File: src/rtl/if_id_fetch_stage.sv
// Fetch stage for the 5-stage MIPS pipeline: PC register, IF/ID latch and a
// saturating stall counter. Stall freezes everything; a taken branch or jump flushes IF/ID.
module if_id_fetch_stage #(
  parameter logic [31:0] RESET_PC    = 32'h0000_0000,
  parameter logic [31:0] NOP_WORD    = 32'h0000_0000,
  parameter int          STALL_CNT_W = 16
) (
  input  logic                   clk,
  input  logic                   rst,
  input  logic                   stallSignal,
  input  logic                   branchTaken,
  input  logic [31:0]            branchTarget,
  input  logic                   jump,
  input  logic [31:0]            jumpTarget,
  input  logic [31:0]            imemData,
  output logic [31:0]            imemAddr,
  output logic [31:0]            IF_ID_instr,
  output logic [31:0]            IF_ID_pcPlus4,
  output logic                   IF_ID_valid,
  output logic [5:0]             opCode,
  output logic [4:0]             IF_ID_rs,
  output logic [4:0]             IF_ID_rt,
  output logic [4:0]             IF_ID_rd,
  output logic [STALL_CNT_W-1:0] stallCount
);

  logic [31:0]            pc;
  logic [31:0]            pc_plus4;
  logic [31:0]            instr_q;
  logic [31:0]            pc_plus4_q;
  logic                   valid_q;
  logic [STALL_CNT_W-1:0] stall_cnt;

  assign pc_plus4 = pc + 32'd4;

  // Stall outranks branch/jump: a branch waiting on a stall has unresolved operands.
  always_ff @(posedge clk) begin
    if (rst) begin
      pc         <= RESET_PC;
      instr_q    <= NOP_WORD;
      pc_plus4_q <= 32'h0000_0000;
      valid_q    <= 1'b0;
      stall_cnt  <= '0;
    end else if (stallSignal) begin
      if (stall_cnt != '1)
        stall_cnt <= stall_cnt + 1'b1;
    end else if (branchTaken) begin
      pc         <= branchTarget;
      instr_q    <= NOP_WORD;
      pc_plus4_q <= 32'h0000_0000;
      valid_q    <= 1'b0;
    end else if (jump) begin
      pc         <= jumpTarget;
      instr_q    <= NOP_WORD;
      pc_plus4_q <= 32'h0000_0000;
      valid_q    <= 1'b0;
    end else begin
      pc         <= pc_plus4;
      instr_q    <= imemData;
      pc_plus4_q <= pc_plus4;
      valid_q    <= 1'b1;
    end
  end

  assign imemAddr      = pc;
  assign IF_ID_instr   = instr_q;
  assign IF_ID_pcPlus4 = pc_plus4_q;
  assign IF_ID_valid   = valid_q;
  assign opCode        = instr_q[31:26];
  assign IF_ID_rs      = instr_q[25:21];
  assign IF_ID_rt      = instr_q[20:16];
  assign IF_ID_rd      = instr_q[15:11];
  assign stallCount    = stall_cnt;

endmodule

File: config.mk
export PLATFORM = sky130hd
export DESIGN_NAME = if_id_fetch_stage
export DESIGN_NICKNAME = d
export VERILOG_FILES = /design/src/rtl/if_id_fetch_stage.sv
export SDC_FILE = /design/constraint.sdc
export NUM_CORES = 1
export LEC_CHECK = 0
export CORE_MARGIN = 4
export CORE_UTILIZATION = 44
export DETAILED_ROUTE_END_ITERATION = 16
export GPL_TIMING_DRIVEN = 0
export PLACE_DENSITY = 0.92
export SYNTH_ARGS = -nofsm -noshare
export SYNTH_HDL_FRONTEND = slang
export SYNTH_SLANG_ARGS = --single-unit
File: constraint.sdc
create_clock -name clk -period 2.2 [get_ports clk]
set_input_delay 0.44 -clock clk [delete_from_list [all_inputs] [get_ports clk]]
set_output_delay 0.44 -clock clk [all_outputs]
set_load 0.01 [all_outputs]
Yosys cells after proc, flatten, opt, wreduce, memory -nomap -nowiden --
Cells that the tools add are included.
Cells by class: add/subtract/negate cells 2, eq/ne operators 1, mux-type cells 8, reduce and logical (&&, ||, !) cells 1
Operators with widths (count):
- 2-to-1 mux 32 bit | 6
- adder 32 x 3 -> 32 bit, second input constant | 1
- adder 16 x 1 -> 16 bit, second input constant | 1
- != test 16 bit, second input constant | 1
- 2-to-1 mux 1 bit | 2
- AND reduction 2 bit | 1
Storage, ports and cells: register bits 113, input bits 101, output and inout port bits 134, logic and storage cells 17

Logic depth before layout (Yosys ltp) --
word-level depth 3, depth in mapped cells 7, gate-level depth less buffers 6

Least setup slack after synthesis --
No wires, ideal clock.
kind reg2reg, from register pc[2] (netlist: imemAddr[2]), to register pc[18] (netlist: imemAddr[18]), library setup time 92 ps, arrival 1969 ps, data required time 2108 ps, slack 139 ps, stages on the path, launching flop included 7, buffers on the path 0, clock period less this slack 2061 ps, cells stage by stage dfxtp_1 ha_1 nand3_2 or3_4 or3_4 o31a_1 o32ai_1
Between the ends: longest elaborated chain between the ends 3
RTL lines:
- start, declared | line 27 | logic [31:0] pc;
- start signal, assigned | line 48 | pc <= branchTarget;
- start signal, assigned | line 53 | pc <= jumpTarget;
- start signal, assigned | line 58 | pc <= pc_plus4;
- adder 32 x 3 -> 32 bit | line 34 | assign pc_plus4 = pc + 32'd4;
- 2-to-1 mux 32 bit | line 52 | end else if (jump) begin
- 2-to-1 mux 32 bit | line 47 | end else if (branchTaken) begin
No other way between the ends. A chain may end at the register's enable or synchronous reset.

Final worst setup path --
from register pc[12] (netlist: imemAddr[12]), to register pc_plus4_q[29] (netlist: IF_ID_pcPlus4[29])
Between the ends: longest elaborated chain between the ends 3
RTL lines:
- adder 32 x 3 -> 32 bit | line 34
- 2-to-1 mux 32 bit | line 52
- 2-to-1 mux 32 bit | line 47
- end signal, assigned | line 60 | pc_plus4_q <= pc_plus4;
- end, declared | line 30 | logic [31:0] pc_plus4_q;
No other way between the ends.

==> reports/metrics.sh <==
RUN_STATUS='finished, final reports clean'
CRIT_PATH_MAX_FANOUT=7
POWER.SHARE.SEQUENTIAL_PCT=39.2
FINISH.NET_COUNT=1105
CELL_INTERNAL_PWR_W=0.00419
FINALCRITPERIODSHARE_PCT=98.9
CTSHTREEMAXLEVEL=4
TIGHTEST_SLEW_NS=0.725
VIAS=6706
CTS.HOLD.BUFFERS_ADDED=0
WORST_EP_ARRIVAL_TIME_NS=2.52
FINAL-INSTANCE-COUNT-EXCL-FILL=1186
ANTENNA_FOUND_INITIAL=0
SYNTH.MOST_COMMON_CELL='sky130_fd_sc_hd__nor2_1'
FLOORPLAN.DIE.HEIGHT_UM=122
DETAILED_PLACE_HPWL_UM=16500
REPORT.FINAL.SETUP_VIOL=0
POWER_DENSITY_nW_PER_UM2=629
COMB_POWER_SHARE_PCT=14.6
WORSTSETUPPATHTYPE='reg -> reg'
ROUTED_WIRELENGTH_UM=22600
SYNTH_CELLS=748
HOLD_PATH.CLASS='reg -> reg'
POWER_LEAKAGE_nW=3.25
CLOCK_LATENCY_REPORTED_FOR_THE_LATE_SIDE_OF_THE_WORST_SKEW_PAIR_NS=0.41
GLOBAL_ROUTE.USAGE.TOTAL_PCT=29.4
REGTOREGSETUPSLACK_NS=0.02
ROUTED_WIRE_LENGTH_PER_INSTANCE_UM=19.1
GPL.FINAL_WEIGHTED_CONGESTION=0.960
DIODES=0
DRC_VIOLATIONS_LEFT=0
YOSYS_MOST_USED_DFF='sky130_fd_sc_hd__dfxtp_1'
MAPPEDNETLISTAREA_UM2=5740
REG_TO_REG_START='imemAddr[12]$_SDFFE_PP0N_'
DRT-VIAS-PER-INSTANCE=5.65
WORST_R2R_ENDPOINT='IF_ID_pcPlus4[29]$_SDFFE_PP0N_'
FLOORPLAN.INITIALDENSITY_PCT=45.1
P_CLK_SHARE_PCT=46.2
TRITONCTS='built'
YS.WARNINGS.COUNT=0
IR_WORST_VDD_mV=0.437
ANT_NETS=0
RELSLEWSLACK_PCT=51.7
GRT_SETUP_UNREPAIRED='true'
SYNTH-ASYNC-RESET-RATIO_PCT=0
DRIVE_GT1_SHARE_PCT=8.48
PIN_COUNT_OF_THE_BIGGEST_NET_ENTERING_GLOBAL_ROUTING=17
IO_PINS=235
PLACE_INST=1152
DRT_PASS1_ITERATIONS=5
SYNTH_EDF_COUNT=0
TIMING.CRITICAL_PATH.FROM='imemAddr[12]$_SDFFE_PP0N_'
SYNTH_SEQ_CELLS=113
DRV_SLEW=0
CTS_ROOT_BUF='sky130_fd_sc_hd__clkbuf_16'
DETAILEDROUTE.FIRSTITERATIONVIOLATIONS=638
FLOORPLAN.DIE_AREA_UM2=14900
TIMING.CLOCK.SKEW_NS=0.00703
CTS_MAX_PATH_BUFFERS=2
MAXCAPVIOLATIONS=0
POWER.SHARE.SWITCHING_PCT=25.2
TIMING.CRITICAL_PATH.FROM_TYPE='register'
FINALSETUPTNS_NS=0
SYN-NUM-NETS=851
POSTSYNTHAREAPERCELL_UM2=7.68
WORST-ENDPOINT-REQUIRED_NS=2.55
LAYOUT_AREA_GROWTH_OVER_SYNTHESIS_PCT=55.2
YOSYS.CELL_TYPES.COUNT=57
GRT_PASS1_WL_UM=33800
STD_CELL_ROWS=41
PLACEABLECOREAREA_UM2=12700
SYNTHTOPCELLSBYAREA='sky130_fd_sc_hd__dfxtp_1 (39%), sky130_fd_sc_hd__nor2_1 (8.1%), sky130_fd_sc_hd__a21oi_1 (6.9%)'
ENDPOINTS_FAILING_HOLD=0
YS_TOP_CELLS_BY_COUNT='sky130_fd_sc_hd__nor2_1 (124), sky130_fd_sc_hd__dfxtp_1 (113), sky130_fd_sc_hd__a21oi_1 (79), sky130_fd_sc_hd__nand2_1 (76), sky130_fd_sc_hd__clkbuf_1 (44)'
CLOCK_SINKS=113
NETSWITCHINGPOWER_W=0.00142
GRT-OVFL-TOTAL=0
SYNTH_LARGEST_AREA_CELL='sky130_fd_sc_hd__dfxtp_1'
ACHIEVABLE_FREQUENCY_MHz=460
CRITICAL_PATH.ENDPOINT_TYPE='register'
REG2REG_DEPTH=7
LAYOUT_MIN_CYCLE_TIME_NS=2.18
SYNTH-SEQ-AREA-SHARE_PCT=39.4
CLKTRANSATPATHREGS_NS=0.05
DIE-WIDTH_UM=122
VIA_COUNT_OF_THE_FIRST_GLOBAL_ROUTING_PASS=6588
TIMING.CRITICAL_PATH.TO='IF_ID_pcPlus4[29]$_SDFFE_PP0N_'
SHARE_OF_THE_SYNTHESIZED_AREA_IN_THE_TOP_CELL_TYPE_PCT=39.4
CTS_BUFFERS=17
PORTBUFFERS=232
-- critical path: stages, from the launching register on --
cell,delay [ns]
sky130_fd_sc_hd__dfxtp_1,0.33
sky130_fd_sc_hd__buf_4,0.15
sky130_fd_sc_hd__nand3_1,0.28
sky130_fd_sc_hd__nor4_4,0.37
sky130_fd_sc_hd__buf_4,0.21
sky130_fd_sc_hd__nand3_2,0.17
sky130_fd_sc_hd__or4_1,0.48
sky130_fd_sc_hd__nand3_1,0.11
-- state kept, by name, summed over array words and instances (netlist names) --
| signal | count |
|---|---|
| IF_ID_instr | 32 |
| IF_ID_pcPlus4 | 32 |
| imemAddr | 32 |
| stallCount | 16 |
| IF_ID_valid | 1 |
-- power groups by stage --
stage | combinational [W] | sequential, W | clock, W
floorplan | 0.000321 | 0.00225 | 0
global placement | 0.000786 | 0.00223 | 0
detailed placement | 0.000800 | 0.00224 | 0
CTS | 0.000808 | 0.00219 | 0.00260
global route | 0.000875 | 0.00221 | 0.00270
finish | 0.000819 | 0.00220 | 0.00259
-- per-stage QoR --
stage               hold slack (ns)  worst slack [ns]  instance area [µm²]  total power, W  utilization [%]
floorplan                     0.482             0.139                 5740         0.00257                -
global placement              0.433            -0.705                 8280         0.00302             65.1
detailed placement            0.441            -0.717                 8280         0.00304             65.1
CTS                           0.452            0.0202                 8840         0.00560             69.5
global route                  0.476           -0.0121                 8910         0.00578             70.1
finish                        0.450            0.0239                 8910         0.00561             70.1
-- cells by family after synthesis --
family | Yosys count | share of synthesized area [%]
flops | 113 | 39.4
fa+ha+maj | 2 | 0.436
mux | 5 | 0.871
simple gates | 311 | 26.0
buf+inv | 93 | 7.60
compound gates | 186 | 19.9
xor+xnor | 38 | 5.80
-- area by class of cell --
| type | instances | area [µm²] |
|---|---|---|
| fillers | 1024 | 3810 |
| multi-input cells | 542 | 3090 |
| repair buffers | 235 | 2340 |
| flip-flops and latches | 113 | 2260 |
| clock buffers | 25 | 495 |
| plain buffers | 73 | 374 |
| well taps | 172 | 215 |
| inverters | 20 | 75.1 |
| clock inverters | 6 | 55.1 |
-- worst min path at each step --
stage                                   startpoint                             end  cells after the start
floorplan           IF_ID_pcPlus4[29]$_SDFFE_PP0N_  IF_ID_pcPlus4[29]$_SDFFE_PP0N_                      2
global placement    IF_ID_pcPlus4[20]$_SDFFE_PP0N_  IF_ID_pcPlus4[20]$_SDFFE_PP0N_                      2
detailed placement  IF_ID_pcPlus4[18]$_SDFFE_PP0N_  IF_ID_pcPlus4[18]$_SDFFE_PP0N_                      2
CTS                 IF_ID_pcPlus4[18]$_SDFFE_PP0N_  IF_ID_pcPlus4[18]$_SDFFE_PP0N_                      2
global route        IF_ID_pcPlus4[18]$_SDFFE_PP0N_  IF_ID_pcPlus4[18]$_SDFFE_PP0N_                      2
finish              IF_ID_pcPlus4[18]$_SDFFE_PP0N_  IF_ID_pcPlus4[18]$_SDFFE_PP0N_                      2
-- timing repair --
action / 4_1_cts / 5_1_grt
setup buffers: 0 / 3
endpoints found under the setup margin: 70 / 70
pin swaps: 0 / 2
gates resized for setup: 9 / 13
-- per-layer routing --
layer / share of wire, % / GRT usage, % / up-vias
li1: - / - / 3110
met1: 37 / 33.3 / 3108
met2: 49 / 51.0 / 430
met3: 11 / 9.82 / 58
met4: 2.9 / 11.3 / 0
met5: 0 / 0 / -
-- placed cells by master (no fill, tap or decap), types with 7 or more instances in the layout --
cell type / n
sky130_fd_sc_hd__clkdlybuf4s50_1: 232
sky130_fd_sc_hd__nor2_1: 122
sky130_fd_sc_hd__dfxtp_1: 111
sky130_fd_sc_hd__a21oi_1: 79
sky130_fd_sc_hd__nand2_1: 76
sky130_fd_sc_hd__clkbuf_1: 40
sky130_fd_sc_hd__o21ai_0: 33
sky130_fd_sc_hd__buf_4: 26
sky130_fd_sc_hd__nand3_1: 21
sky130_fd_sc_hd__xnor2_1: 21
sky130_fd_sc_hd__inv_1: 20
sky130_fd_sc_hd__nand4_1: 18
sky130_fd_sc_hd__xor2_1: 17
sky130_fd_sc_hd__clkbuf_16: 17
sky130_fd_sc_hd__a22oi_1: 16
sky130_fd_sc_hd__nor3_1: 15
sky130_fd_sc_hd__a31oi_1: 14
sky130_fd_sc_hd__clkbuf_2: 9
sky130_fd_sc_hd__o32ai_1: 9
sky130_fd_sc_hd__and2_1: 7
No activity file was read; power rests on OpenSTA's default activity.
